==> config.mk <==
export PLATFORM = sky130hd
export DESIGN_NAME = nn_downsize
export DESIGN_NICKNAME = d
export VERILOG_FILES = /design/src/rtl/nn_downsize.sv
export SDC_FILE = /design/constraint.sdc
export NUM_CORES = 1
export LEC_CHECK = 0
export BUFFER_PORTS_ARGS = -buffer_cell sky130_fd_sc_hd__buf_2
export CAP_MARGIN = 20
export CORE_MARGIN = 8
export CORE_UTILIZATION = 39
export CTS_CLUSTER_DIAMETER = 120
export CTS_CLUSTER_SIZE = 40
export DETAILED_ROUTE_END_ITERATION = 16
export PLACE_DENSITY = 0.67
export SLEW_MARGIN = 25
export SYNTH_ARGS = -nofsm -noshare
export SYNTH_HDL_FRONTEND = slang
export SYNTH_SLANG_ARGS = --single-unit
==> constraint.sdc <==
create_clock -name clk -period 1.55 [get_ports clk]
set_input_delay 0.0775 -clock clk [delete_from_list [all_inputs] [get_ports clk]]
set_output_delay 0.0775 -clock clk [all_outputs]
set_load 0.02 [all_outputs]
==> src/rtl/nn_downsize.sv <==
// Per-lane fixed-point requantizer: round-half-up then saturate, two registered stages.
// Lanes are independent; din_valid is carried alongside the data as dout_valid.
module nn_downsize #(
  parameter int PARALLEL_IN = 4,
  parameter int DIN_WIDTH   = 32,
  parameter int DOUT_WIDTH  = 16,
  parameter int DIN_POINT   = 28,
  parameter int DOUT_POINT  = 14
) (
  input  logic                              clk,
  input  logic                              rst_n,
  input  logic [PARALLEL_IN*DIN_WIDTH-1:0]  din,
  input  logic                              din_valid,
  output logic [PARALLEL_IN*DOUT_WIDTH-1:0] dout,
  output logic                              dout_valid,
  output logic [PARALLEL_IN-1:0]            dout_ovf
);

  localparam int SHIFT   = DIN_POINT - DOUT_POINT;
  localparam int QW      = DIN_WIDTH + 1 - SHIFT;
  localparam int HALF_SH = (SHIFT > 0) ? SHIFT - 1 : 0;
  localparam logic [DIN_WIDTH:0]    ONE     = {{DIN_WIDTH{1'b0}}, 1'b1};
  localparam logic [DIN_WIDTH:0]    HALF    = (SHIFT > 0) ? (ONE << HALF_SH) : {(DIN_WIDTH+1){1'b0}};
  localparam logic [DOUT_WIDTH-1:0] MAX_POS = {1'b0, {(DOUT_WIDTH-1){1'b1}}};
  localparam logic [DOUT_WIDTH-1:0] MAX_NEG = {1'b1, {(DOUT_WIDTH-1){1'b0}}};

  generate
    if ((DIN_POINT < DOUT_POINT) || (DIN_WIDTH - (DIN_POINT - DOUT_POINT) < DOUT_WIDTH)) begin : g_bad_params
      $error("nn_downsize: illegal point/width parameter combination");
    end
  endgenerate

  // The value fits when every bit from the MSB down to the output sign bit agrees.
  function automatic logic [DOUT_WIDTH:0] saturate(input logic [QW-1:0] q);
    logic [QW-DOUT_WIDTH:0] top;
    logic [DOUT_WIDTH:0]    res;
    top = q[QW-1:DOUT_WIDTH-1];
    if ((top == {(QW-DOUT_WIDTH+1){1'b0}}) || (top == {(QW-DOUT_WIDTH+1){1'b1}})) begin
      res = {1'b0, q[DOUT_WIDTH-1:0]};
    end else if (q[QW-1]) begin
      res = {1'b1, MAX_NEG};
    end else begin
      res = {1'b1, MAX_POS};
    end
    return res;
  endfunction

  logic [DIN_WIDTH:0]                t_s;
  logic [PARALLEL_IN-1:0][QW-1:0]    q_s;
  logic [PARALLEL_IN-1:0][QW-1:0]    q_r;
  logic                              v1_r;
  logic [DOUT_WIDTH:0]               sat_s;
  logic [PARALLEL_IN*DOUT_WIDTH-1:0] dout_s;
  logic [PARALLEL_IN-1:0]            ovf_s;
  logic [PARALLEL_IN*DOUT_WIDTH-1:0] dout_r;
  logic                              dout_valid_r;
  logic [PARALLEL_IN-1:0]            dout_ovf_r;

  // Stage 1 combinational: sign-extend by one guard bit, add half an output LSB, drop SHIFT bits.
  always_comb begin
    t_s = {(DIN_WIDTH+1){1'b0}};
    q_s = {(PARALLEL_IN*QW){1'b0}};
    for (int i = 0; i < PARALLEL_IN; i++) begin
      t_s    = {din[i*DIN_WIDTH+DIN_WIDTH-1], din[i*DIN_WIDTH +: DIN_WIDTH]} + HALF;
      q_s[i] = t_s[DIN_WIDTH:SHIFT];
    end
  end

  // Stage 1 registers: rounded lanes and valid tag, no enable on the data path.
  always_ff @(posedge clk or negedge rst_n) begin
    if (!rst_n) begin
      q_r  <= {(PARALLEL_IN*QW){1'b0}};
      v1_r <= 1'b0;
    end else begin
      q_r  <= q_s;
      v1_r <= din_valid;
    end
  end

  // Stage 2 combinational: clamp each rounded lane to the output range.
  always_comb begin
    sat_s  = {(DOUT_WIDTH+1){1'b0}};
    dout_s = {(PARALLEL_IN*DOUT_WIDTH){1'b0}};
    ovf_s  = {PARALLEL_IN{1'b0}};
    for (int i = 0; i < PARALLEL_IN; i++) begin
      sat_s                               = saturate(q_r[i]);
      dout_s[i*DOUT_WIDTH +: DOUT_WIDTH] = sat_s[DOUT_WIDTH-1:0];
      ovf_s[i]                            = sat_s[DOUT_WIDTH];
    end
  end

  // Stage 2 registers: drive the outputs directly from flops.
  always_ff @(posedge clk or negedge rst_n) begin
    if (!rst_n) begin
      dout_r       <= {(PARALLEL_IN*DOUT_WIDTH){1'b0}};
      dout_valid_r <= 1'b0;
      dout_ovf_r   <= {PARALLEL_IN{1'b0}};
    end else begin
      dout_r       <= dout_s;
      dout_valid_r <= v1_r;
      dout_ovf_r   <= ovf_s;
    end
  end

  assign dout       = dout_r;
  assign dout_valid = dout_valid_r;
  assign dout_ovf   = dout_ovf_r;

endmodule

# Word-level counts from Yosys, hierarchy flattened
# Cells that the tools add are included.
# W data, S select, Z words.
# totals
regBits	146
output_inout_bits	69
word_cells	32
# op_classes
n_addsub	4
n_eq_ne	4
muxes	8
reduce_logical	8
# ops
operator	count
$add A32 B15 Y33 const B	4
$mux W17	4
$mux W16	4
$eq A4 B4 Y1 const B	4
$logic_not A4 Y1	4
$logic_or A1 B1 Y1	4

# Logic depth before layout (Yosys ltp)
# logic_depth
word_depth	3
mapped_depth	5

# Worst setup path after synthesis
# No wires, ideal clock.
# synth_timing
path_type	reg-to-reg
from	register q_r[15] (netlist bit)
to	register dout_r[5], in the netlist dout[5]
arrival_ns	1.339
slack_ns	0.093
stages_incl_launch_ff	6
n_path_buf	1
synth_period_minus_slack_ns	1.457
path_cell_list	dfrtp_1 or4_4 nand2_4 nor2_2 buf_6 a21o_1
# synth_via
elab_chain_len	3
# synth_rtl
element	line_no	rtl
start, declared	50	logic [PARALLEL_IN-1:0][QW-1:0] q_r;
start signal, assigned	72	q_r <= {(PARALLEL_IN*QW){1'b0}};
start signal, assigned	75	q_r <= q_s;
$eq A4 B4 Y1 / $logic_not A4 Y1 (equally long branches)	38	if ((top == {(QW-DOUT_WIDTH+1){1'b0}}) || (top == {(QW-DOUT_WIDTH+1){1'b1}})) begin
$logic_or A1 B1 Y1 (*)	38	
$mux W17 (*)	38	
via dout_s[5]	53	logic [PARALLEL_IN*DOUT_WIDTH-1:0] dout_s;
end signal, assigned	95	dout_r <= {(PARALLEL_IN*DOUT_WIDTH){1'b0}};
end signal, assigned	99	dout_r <= dout_s;
end, declared	55	logic [PARALLEL_IN*DOUT_WIDTH-1:0] dout_r;
# Mark *: on every way through the listed nets, which the timed path passes. The rest lies on a longest branch.

==> results.toml <==
[power_and_ir_drop]
clock_power_share = 0.431
power_switching_mw = 2.27
powerDensity_mw_per_mm2 = 1130
power.total_mw = 9.38
combPwrFrac = 0.126
power_leakage_nw = 4.02
p_int_mw = 7.11
vdd_drop_max_uv = 669
switching_share = 0.242
pwr-share-seq = 0.443

[synth]
synthTopCellsByArea = "dfrtp_1 64%, a21o_1 7.9%, xnor2_1 6.8%, xor2_1 3.7%, nand3_1 2.1%"
synth-compound-area-share = 0.0857
synth_top_family_by_area = "simple AND/OR/NAND/NOR gates"
synth_cells = 427
ys_seq_area_frac = 0.643
synthAdderAreaFrac = 0.00881
muxShareOfSynthArea = 0
synth-main-ff-cell = "dfrtp_1"
synth-edff-count = 0
synthSimpleGateAreaFrac = 0.136
synth_xor_area_frac = 0.105
yosysTopAreaCell = "dfrtp_1"
async_flop_share = 1.00
synth.net_count = 562
syn_area_mm2 = 0.00568
synth_warnings = 0
syn_area_per_cell_um2 = 13.3
yosys_register_bits = 146
synth_top_area_share = 0.643
ys_types = 33

[clocking]
cts.clk_slew.worst_paths_ns = 0.06
h-tree-depth = 4
clk_latency_ns = 0.41
cts_tree = "yes"
cts_sinks = 146
numCtsBuffers = 17
cts_root_buffer = "clkbuf_16"
clockBufferDepth = 2

[setup_path]
cp_cell_sequence = "dlygate4sd3_1 > buf_4 > and4_4 > nand4_1 > xnor2_1 > dlygate4sd3_1"
r2r-start = "q_r[54]"
startpoint_type = "input pin"
timing.rr.end = "dout[41]"
critPathKind = "input pin to flip-flop"
crit_family = "buffers and inverters"
reg2reg_slack_ns = 0.08
r2r_cells = 4
end_kind = "flip-flop"
crit_path_max_fanout = 5
cp_num_buf_inv = 3
critPathMaxStageDelay_ns = 0.55
crit_top_cell = "dlygate4sd3_1"
required_ns = 1.85
crit_slowest_cell = "dlygate4sd3_1"
cp.arrival_ns = 1.81

[sta]
rsz0062_at_grt = "false"
slew_headroom = 0.564
fmax_mhz = 660
maxSlewViolCount = 0
finalSetupTns_ns = 0
fin_crit_ns = 1.51
setup_viol_count_final = 0
fin_ws_ns = 0.0355
skew_ns = 0.00639
finalCritPeriodShare = 0.977
finalHoldViolCount = 0
worst_pin_slew_ns = 0.653

[global_route]
antenna_found_initial = 0
track_usage = 0.147
gr-total-overflow = 0
grt_max_degree = 55
grt_pass1_vias = 4465
grt_pass1_wl_mm = 21.5

[place]
placement.io_buffers = 147
pre_cts_ws_ns = 0.0893
hpwlAfterDp_mm = 8.86
gp_congestion = 0.819
placedCellCount = 755

[floorplan]
die_area_mm2 = 0.0187
die_h_um = 137
coreArea_mm2 = 0.0144
io_pins = 200
rows = 44
start_util = 0.395
die_w_um = 137

[detailed_routing]
met2_length_mm = 6.91
postRouteAntennaNets = 0
num_vias = 4123
postRouteWirelength_mm = 13.1
drt-vias-per-instance = 4.65
drt_first_pass_iters = 4
dr.max_layer_used = "met4"
met1_length_mm = 5.20
wl_met3_um = 745
drtIter0Drc = 134
drc_errors = 0
drt-wirelength-per-cell_um = 14.8

[layout]
final_common_cell = "dfrtp_1"
area_growth_pct = 45.7
n_antenna_cell = 0
final_nets = 825
final_cell_mix = "146 x dfrtp_1, 145 x buf_2, 100 x dlygate4sd3_1"
instances_no_fill = 887
drive_gt1_frac = 0.303
final_util = 0.576

[outcome]
status = "completed"

[hold_path]
min_path_cells = 3
hp-start = "din[46]"
holdPathEnd = "q_r[21]"
hold_path_class = "input pin to flip-flop"

[flow_run]
drv_cap = 0
registers in the layout, summed over array words and instances (netlist names):
register,flops
q_r,76
dout,64
dout_ovf,4
dout_valid,1
v1_r,1
power groups by stage:
stage | Sequential (mW) | Clock, mW | Combinational [mW]
after CTS | 4.16 | 4.15 | 1.18
after global routing | 4.18 | 4.34 | 1.29
final | 4.16 | 4.05 | 1.18
after floorplan | 4.40 | 0 | 0.314
after global placement | 4.22 | 0 | 0.951
after detailed placement | 4.23 | 0 | 0.970
area by class of cell:
type                            count  area (um^2)
Clock buffer                       20          467
Clock inverter                     12          130
Fill cell                        1117         6090
Inverter                           10         37.5
Multi-Input combinational cell    258         1910
Sequential cell                   146         3650
Tap cell                          184          230
Timing Repair Buffer              257         1850
synth_stat cells, drive strengths merged, types with 4 or more instances:
cell type	count
and3	12
nand4	18
dfrtp	146
nor4	5
nor2	19
buf	8
or4	4
xnor2	44
and4	4
ha	4
clkbuf	5
nand2	25
nor3	5
nand3	26
xor2	24
a21o	60
inv	10
worst max-delay path by stage:
stage	from	endpoint	slack [ns]	cells after the start
finish	din[121]	q_r[74]	0.04	6
global route	din[78]	q_r[51]	0.008	7
CTS	din[121]	q_r[74]	0.05	6
detailed placement	q_r[35]	dout[21]	0.09	4
global placement	q_r[35]	dout[26]	0.11	4
floorplan	q_r[15]	dout[5]	0.09	5
worst min-delay path: cells and delay by family:
family | cells | cell delay, ns
simple gates | 1 | 0.12
buf+inv | 1 | 0.11
xor+xnor | 1 | 0.09
cell families after synthesis:
group                      count (synthesis)
DFF                                      146
and+or+nand+nor                          122
xor gates and xnor gates                  68
AOI/OAI and AO/OA                         64
buffers and inverters                     23
adders and majority gates                  4
timing repair:
action | 4_1_cts | 5_1_grt
setup endpoints to repair | 0 | 4
hold buffers | 100 | 0
setup buffers | 0 | 0
hold endpoints to repair | 223 | 0
gates resized for setup | 0 | 6
metrics by stage:
stage | cell area [um^2] | hold WS, ns
2_1_floorplan | 5680 | -0.218
3_3_place_gp | 6670 | -0.0394
3_5_place_dp | 6670 | -0.0320
4_1_cts | 8270 | 0.00453
5_1_grt | 8270 | 0.0202
6_report | 8270 | 0.0283
layer usage:
layer | track usage | up-vias
met5 | 0 | -
met4 | 0.0720 | 0
met3 | 0.0426 | 21
met2 | 0.254 | 111
met1 | 0.163 | 1990
li1 | - | 2001
(Power assumes the default switching activity.)
